File: config.mk
export PLATFORM = sky130hd
export DESIGN_NAME = uart_event_assembler
export DESIGN_NICKNAME = d
export VERILOG_FILES = /design/src/rtl/evt2_pkg.sv /design/src/rtl/uart_event_assembler.sv
export SDC_FILE = /design/constraint.sdc
export NUM_CORES = 1
export LEC_CHECK = 0
export CELL_PAD_IN_SITES_DETAIL_PLACEMENT = 1
export CELL_PAD_IN_SITES_GLOBAL_PLACEMENT = 1
export CORE_MARGIN = 4
export CORE_UTILIZATION = 28
export CTS_CLUSTER_DIAMETER = 40
export DETAILED_ROUTE_END_ITERATION = 7
export PLACE_DENSITY_LB_ADDON = 0.1
export RECOVER_POWER = 100
export SYNTH_ARGS = -nofsm -noshare
export SYNTH_HDL_FRONTEND = slang
export SYNTH_SLANG_ARGS = --single-unit
File: constraint.sdc
create_clock -name clk -period 6 [get_ports clk]
set_input_delay 1.2 -clock clk [delete_from_list [all_inputs] [get_ports clk]]
set_output_delay 1.2 -clock clk [all_outputs]
set_load 0.02 [all_outputs]
File: src/rtl/evt2_pkg.sv
// evt2_pkg: shared EVT 2.0 definitions for the input event path.
// Holds the CD event type codes, the bit layout of the 32-bit EVT word,
// the replay packet length and the packet-framing FSM state type.
package evt2_pkg;

  // CD event type codes (top nibble of the EVT word)
  localparam logic [3:0] CD_OFF = 4'h0;
  localparam logic [3:0] CD_ON  = 4'h1;

  // EVT word field widths and bit offsets:
  // [31:28] type, [27:22] timestamp LSBs, [21:11] x, [10:0] y
  localparam int WORD_W   = 32;
  localparam int TYPE_W   = 4;
  localparam int TS_W     = 6;
  localparam int COORD_W  = 11;
  localparam int Y_LSB    = 0;
  localparam int X_LSB    = Y_LSB + COORD_W;
  localparam int TS_LSB   = X_LSB + COORD_W;
  localparam int TYPE_LSB = TS_LSB + TS_W;

  // Bytes per replay packet: X_HI, X_LO, Y_HI, Y_LO, POL
  localparam int PKT_BYTES = 5;

  // Framing state = index of the next expected byte within the packet
  typedef enum logic [2:0] {
    B0 = 3'd0,
    B1 = 3'd1,
    B2 = 3'd2,
    B3 = 3'd3,
    B4 = 3'd4
  } pkt_state_e;

endpackage

File: src/rtl/uart_event_assembler.sv
// uart_event_assembler: frames the UART replay byte stream into 5-byte
// packets and turns each good packet into one 32-bit EVT 2.0 CD word.
//
// Ports:
//   clk, rst       system clock, synchronous active-high reset
//   byte_data      received byte from uart_rx
//   byte_valid     one-cycle strobe qualifying byte_data
//   ts_lsb         low bits of the global timestamp, sampled on the POL byte
//   evt_data       assembled EVT word (held while evt_valid is high)
//   evt_valid      evt_data valid toward the event FIFO
//   evt_ready      FIFO can accept
//   drop_count     saturating count of packets dropped (range/format/overflow)
//   resync_count   saturating count of inter-byte timeout resyncs
//
// Handshake: a word transfers on any cycle with evt_valid & evt_ready high.
// evt_valid/evt_data are registers and stay stable until that transfer; a
// packet completing in the transfer cycle replaces the word without a bubble.
// evt_ready only feeds register inputs, never the outputs directly.
module uart_event_assembler
  import evt2_pkg::*;
#(
  parameter int CLK_FREQ_HZ   = 12_000_000,
  parameter int BAUD_RATE     = 115200,
  parameter int TIMEOUT_BYTES = 4,
  parameter int SENSOR_DIM    = 320
) (
  input  logic                clk,
  input  logic                rst,
  input  logic [7:0]          byte_data,
  input  logic                byte_valid,
  input  logic [TS_W-1:0]     ts_lsb,
  output logic [WORD_W-1:0]   evt_data,
  output logic                evt_valid,
  input  logic                evt_ready,
  output logic [15:0]         drop_count,
  output logic [15:0]         resync_count
);

  localparam int BYTE_CYCLES    = 10 * CLK_FREQ_HZ / BAUD_RATE;
  localparam int TIMEOUT_CYCLES = TIMEOUT_BYTES * BYTE_CYCLES;
  localparam int TO_W           = $clog2(TIMEOUT_CYCLES + 1);
  localparam logic [TO_W-1:0]    TO_LAST = TO_W'(TIMEOUT_CYCLES - 1);
  localparam logic [COORD_W-1:0] DIM     = COORD_W'(SENSOR_DIM);

  pkt_state_e       state_q, state_d;
  logic [7:0]       x_hi_q, x_lo_q, y_hi_q, y_lo_q;
  logic [TO_W-1:0]  to_cnt_q;
  logic             timeout_hit;

  logic [COORD_W-1:0] pkt_x, pkt_y;
  logic               pkt_done, fmt_bad, range_bad, load, drop_inc;
  logic [WORD_W-1:0]  pkt_word;

  // Next-state: every byte advances, POL byte wraps to B0. With no byte,
  // a partial packet that has idled for the full timeout falls back to B0.
  always_comb begin
    state_d     = state_q;
    timeout_hit = 1'b0;
    if (byte_valid) begin
      case (state_q)
        B0:      state_d = B1;
        B1:      state_d = B2;
        B2:      state_d = B3;
        B3:      state_d = B4;
        B4:      state_d = B0;
        default: state_d = B0;
      endcase
    end else if (state_q != B0 && to_cnt_q == TO_LAST) begin
      state_d     = B0;
      timeout_hit = 1'b1;
    end
  end

  always_ff @(posedge clk) begin
    if (rst) state_q <= B0;
    else     state_q <= state_d;
  end

  // Packet decode; the POL byte is consumed directly from byte_data
  assign pkt_x     = {x_hi_q[2:0], x_lo_q};
  assign pkt_y     = {y_hi_q[2:0], y_lo_q};
  assign pkt_done  = byte_valid && (state_q == B4);
  assign fmt_bad   = (x_hi_q[7:3] != 5'd0) || (y_hi_q[7:3] != 5'd0) ||
                     (byte_data[7:1] != 7'd0);
  assign range_bad = (pkt_x >= DIM) || (pkt_y >= DIM);
  assign pkt_word  = {(byte_data[0] ? CD_ON : CD_OFF), ts_lsb, pkt_x, pkt_y};

  // A good packet loads only if the output slot is empty or retiring now;
  // otherwise it is an overflow and the held word is kept.
  assign load     = pkt_done && !fmt_bad && !range_bad && (!evt_valid || evt_ready);
  assign drop_inc = pkt_done && !load;

  always_ff @(posedge clk) begin
    if (rst) begin
      x_hi_q       <= '0;
      x_lo_q       <= '0;
      y_hi_q       <= '0;
      y_lo_q       <= '0;
      to_cnt_q     <= '0;
      evt_data     <= '0;
      evt_valid    <= 1'b0;
      drop_count   <= '0;
      resync_count <= '0;
    end else begin
      if (byte_valid) begin
        case (state_q)
          B0:      x_hi_q <= byte_data;
          B1:      x_lo_q <= byte_data;
          B2:      y_hi_q <= byte_data;
          B3:      y_lo_q <= byte_data;
          default: ;
        endcase
      end

      // Idle counter only runs inside a packet; any byte restarts it
      if (byte_valid || timeout_hit || state_q == B0) to_cnt_q <= '0;
      else                                             to_cnt_q <= to_cnt_q + TO_W'(1);

      if (load) begin
        evt_data  <= pkt_word;
        evt_valid <= 1'b1;
      end else if (evt_valid && evt_ready) begin
        evt_valid <= 1'b0;
      end

      if (drop_inc && drop_count != 16'hFFFF)
        drop_count <= drop_count + 16'd1;
      if (timeout_hit && resync_count != 16'hFFFF)
        resync_count <= resync_count + 16'd1;
    end
  end

endmodule

==> results <==
- The area share of and/or/nand/nor cells after synthesis is 0.277.
- The maximum number of pins on one net before global-route repair is 59.
- In the final design database the tool counted 622 nets.
- After global routing the overflow that remains totals 0.
- The I/O pin count is 83.
- The number of remaining DRC errors is 0.
- The slowest stage of the critical path belongs to the cell sky130_fd_sc_hd__clkbuf_1.
- The routed design could run at a clock period as short as 4.02 ns.
- The number of antenna-violating nets in the routed design is 0.
- The worst setup path is of the in2reg kind.
- The repair_antennas step left the layout with diodes totalling 0.
- The number of maximum-capacitance constraint violations is 1.
- The TritonCTS clock tree is done.
- The library cell used most frequently in the layout, excluding fill and tap cells, is sky130_fd_sc_hd__dfxtp_1.
- The number of cells produced by synthesis is 531.
- The synthesized design contains 0 enable-type register cells.
- The number of vias per cell is 4.87.
- The post-synthesis to final-layout area growth is 26.9%.
- The completed layout was analyzed and its total power is 1.42 mW.
- The total die area is 18700 um^2.
- The placeable core region is 16100 um^2.
- The maximum net fanout on the critical path is 58.
- The maximum clock frequency is 249 MHz.
- The finished cells cover 5880 um^2.
- The arrival time reported for the critical path endpoint is 4.26 ns.
- Measured along the y axis, the die boundary spans 137 um.
- In the layout the commonest cells are sky130_fd_sc_hd__dfxtp_1, sky130_fd_sc_hd__nand2_1, sky130_fd_sc_hd__dlygate4sd3_1, sky130_fd_sc_hd__nor2_1, sky130_fd_sc_hd__a21oi_1.
- The cell area after placement is 5590 um^2.
- Of the available clock period, the critical path in the final layout requires 0.670.
- The xor and xnor area share after synthesis is 0.0303.
- In the synthesized netlist the dominant register cell turns out to be sky130_fd_sc_hd__dfxtp_1.
- The endpoint identified for the worst register-to-register timing path is drop_count[7].
- The register area share after synthesis is 0.476.
- The portion of netlist area occupied by mux cells is 0.0684.
- Traced cell by cell, the critical path runs through buf_2 -> clkbuf_1 -> nor2b_1 -> mux2_2.
- The number of cells on the worst reg-to-reg path is 6.
- The tightest min-delay check is of the reg2reg type.
- Setup repair after global routing left no endpoint under its margin.
- The floorplan step set the die width to 137 um.
- Summed over all cells, the static leakage comes to 2.12 nW.
- STA classifies the critical path endpoint as a register.
- The initial utilization of the core area, before any placement, comes to 0.288.
- The most critical setup path has its startpoint at rst.
- For this run, the number of Yosys warnings is 0.
- The number of antenna violations at the first check in global routing is 0.
- The number of buffers created by CTS is 9.
- The number of resized instances in the post-cts repair step is 0.
- The quantity of hold-fixing buffers added after cts is 0.
- The number of global-route vias before repair was 4012.
- The dominant combinational cell family by area after synthesis is simple AND/OR/NAND/NOR gates.
- The post-synth design cell area is 4630 um^2.
- Of the total synthesized cell area, the portion taken by full adders, half adders and majority gates is 0.00811.
- The final-layout fill cell count is 1885.
- The synthesized area divided by synthesized cell count is 8.72 um^2.
- The final weighted congestion of routability-driven global placement is 0.758.
- The category of the worst setup path launch point is a primary input.
- The routed wire length per instance is 15.2 um.
- The cell sitting at the root of the clock tree is a sky130_fd_sc_hd__clkbuf_16.
- Across the VDD grid, the largest voltage drop is 152 uV.
- The filler-free cell count of the finished design is 822.
- The number of buffer cells added on primary ports is 79.
- The maximum clock path buffer count is 2.
- The start of the worst register-to-register path is x_lo_q[6].
- The total wirelength of the detailed-routed design is 12500 um.
- Setup violations remaining at the end of the flow were counted as 0.
- The number of H-tree branching levels is 3.
- The biggest cell delay along the critical path is 1.97 ns.
- The complex-gate fraction of the synthesized area came to 0.102.
- In this run, distinct cell masters in the synthesized netlist total 50.
- The required time at the worst-slack endpoint is 6.24 ns.
- The clock transition at the registers of the reported paths is 0.07 ns.
- The checks that failed: max-capacitance violations, max-slew violations.
- The total setup buffers inserted after CTS is 0.
- In this run the worst setup path terminates at resync_count[11].
- The clock drives 110 sinks.
- The count of standard-cell rows is 46.
- The flop and latch count out of synthesis is 110.
- In this run the tightest slew margin relative to its limit is -0.788.
- The register-to-register setup slack is 3.41 ns.
- The initial DRC count is 131.
- For this run, asynchronously set or reset flops after synthesis account for 0.
- The number of placed cells counting well taps is 806.
- The wire length of the first global-routing pass is 21000 um.
- The post-route worst hold slack is 0.461 ns.
- The final number of hold-violating endpoints is 0.
- The final-report max-slew violation count is 59.
- For this run, the detailed router's first-pass iteration total came to 4.
- The final setup skew is 0.00901 ns.
- Detailed placement ended at an HPWL of 8900 um.
- At the pin with the least slew margin, the transition time is 2.68 ns.
- The final sum of negative setup slack is 0 ns.
- The total number of vias is 4003.
- Of the cells placed in the final design, the portion with a size suffix greater than 1 is 0.0479.
- The run finished, with violations left.
- The insertion delay of the later-clocked pin in the worst-skew pair is 0.35 ns.
- In the global route stage, overall resource usage came out at 0.139.
- For this design the ratio of total power to cell area is 242 nW/um^2.
==> worst max-delay path, delay by kind of cell <==
| kind | cells | cell delay, ns |
|---|---|---|
| buffers and inverters | 2 | 2.58 |
| multiplexers | 1 | 0.37 |
| AND/OR/NAND/NOR | 1 | 0.10 |
==> power by group <==
group	switching [mW]	total [mW]	leakage (nW)	internal, mW
combinational	0.0400	0.0608	1.09	0.0207
clock	0.288	0.618	0.142	0.330
sequential	0.00620	0.744	0.888	0.738
==> synth_stat cells (all sizes together), types with 3 or more instances <==
| cell type | count | area, um^2 |
|---|---|---|
| and4 | 11 | 97.6 |
| nand4 | 14 | 93.8 |
| nand2 | 80 | 300 |
| nand2b | 3 | 18.8 |
| xnor2 | 8 | 70.1 |
| nor2 | 63 | 236 |
| clkbuf | 13 | 48.8 |
| mux2 | 5 | 56.3 |
| nor3 | 9 | 45.0 |
| and2 | 5 | 31.3 |
| ha | 3 | 37.5 |
| a21oi | 51 | 255 |
| and3 | 7 | 43.8 |
| inv | 9 | 33.8 |
| nor2b | 8 | 50.1 |
| or4 | 7 | 52.6 |
| buf | 13 | 90.1 |
| nor4 | 11 | 83.8 |
| or3 | 9 | 61.3 |
| dfxtp | 110 | 2200 |
| xor2 | 8 | 70.1 |
| mux2i | 26 | 260 |
| o31ai | 8 | 65.1 |
| o21ai | 10 | 50.1 |
| nand3 | 22 | 110 |
==> per-layer routing <==
layer / GRT usage / vias to the layer above / share of wire
met4: 0.0454 / 0 / 0.014
met1: 0.189 / 1936 / 0.48
li1: - / 2003 / -
met2: 0.223 / 53 / 0.47
met3: 0.0261 / 11 / 0.032
met5: 0 / - / 0
==> cell type report <==
type	instances	area [um^2]	area share
multi-input cells	388	2260	0.385
flip-flops and latches	110	2200	0.375
repair buffers	83	808	0.138
well taps	216	270	0.0460
clock buffers	11	233	0.0396
clock inverters	5	66.3	0.0113
inverters	9	33.8	0.00575
==> metrics by stage <==
| step | util | setup WS, ns |
|---|---|---|
| final | 0.366 | 1.98 |
| after global routing | 0.366 | 1.65 |
| after CTS | 0.367 | 2.73 |
| after detailed placement | 0.348 | 2.34 |
| after global placement | 0.348 | 2.41 |
| after floorplan | - | 3.32 |
==> cells by family after synthesis <==
family | Yosys count
flops | 110
mux | 31
fa+ha+maj | 3
other cells | 1
buf+inv | 35
compound gates | 81
simple gates | 254
xor+xnor | 16
==> worst min-delay path by stage <==
stage | startpoint | end | cells past startpoint | slack (ns)
after floorplan | to_cnt_q[0] | to_cnt_q[0] | 1 | 0.43
after global placement | y_hi_q[1] | y_hi_q[1] | 2 | 0.44
after detailed placement | evt_data[20] | evt_data[20] | 1 | 0.45
after CTS | y_hi_q[6] | y_hi_q[6] | 2 | 0.46
after global routing | y_lo_q[0] | y_lo_q[0] | 2 | 0.48
final | x_lo_q[0] | x_lo_q[0] | 2 | 0.46
==> flip-flops by register name, summed over array words and instances (netlist names) <==
register / flops
drop_count: 16
evt_data: 29
evt_valid: 1
resync_count: 16
state_q: 3
to_cnt_q: 13
x_hi_q: 8
x_lo_q: 8
y_hi_q: 8
y_lo_q: 8
No activity file was read; power rests on OpenSTA's default activity.
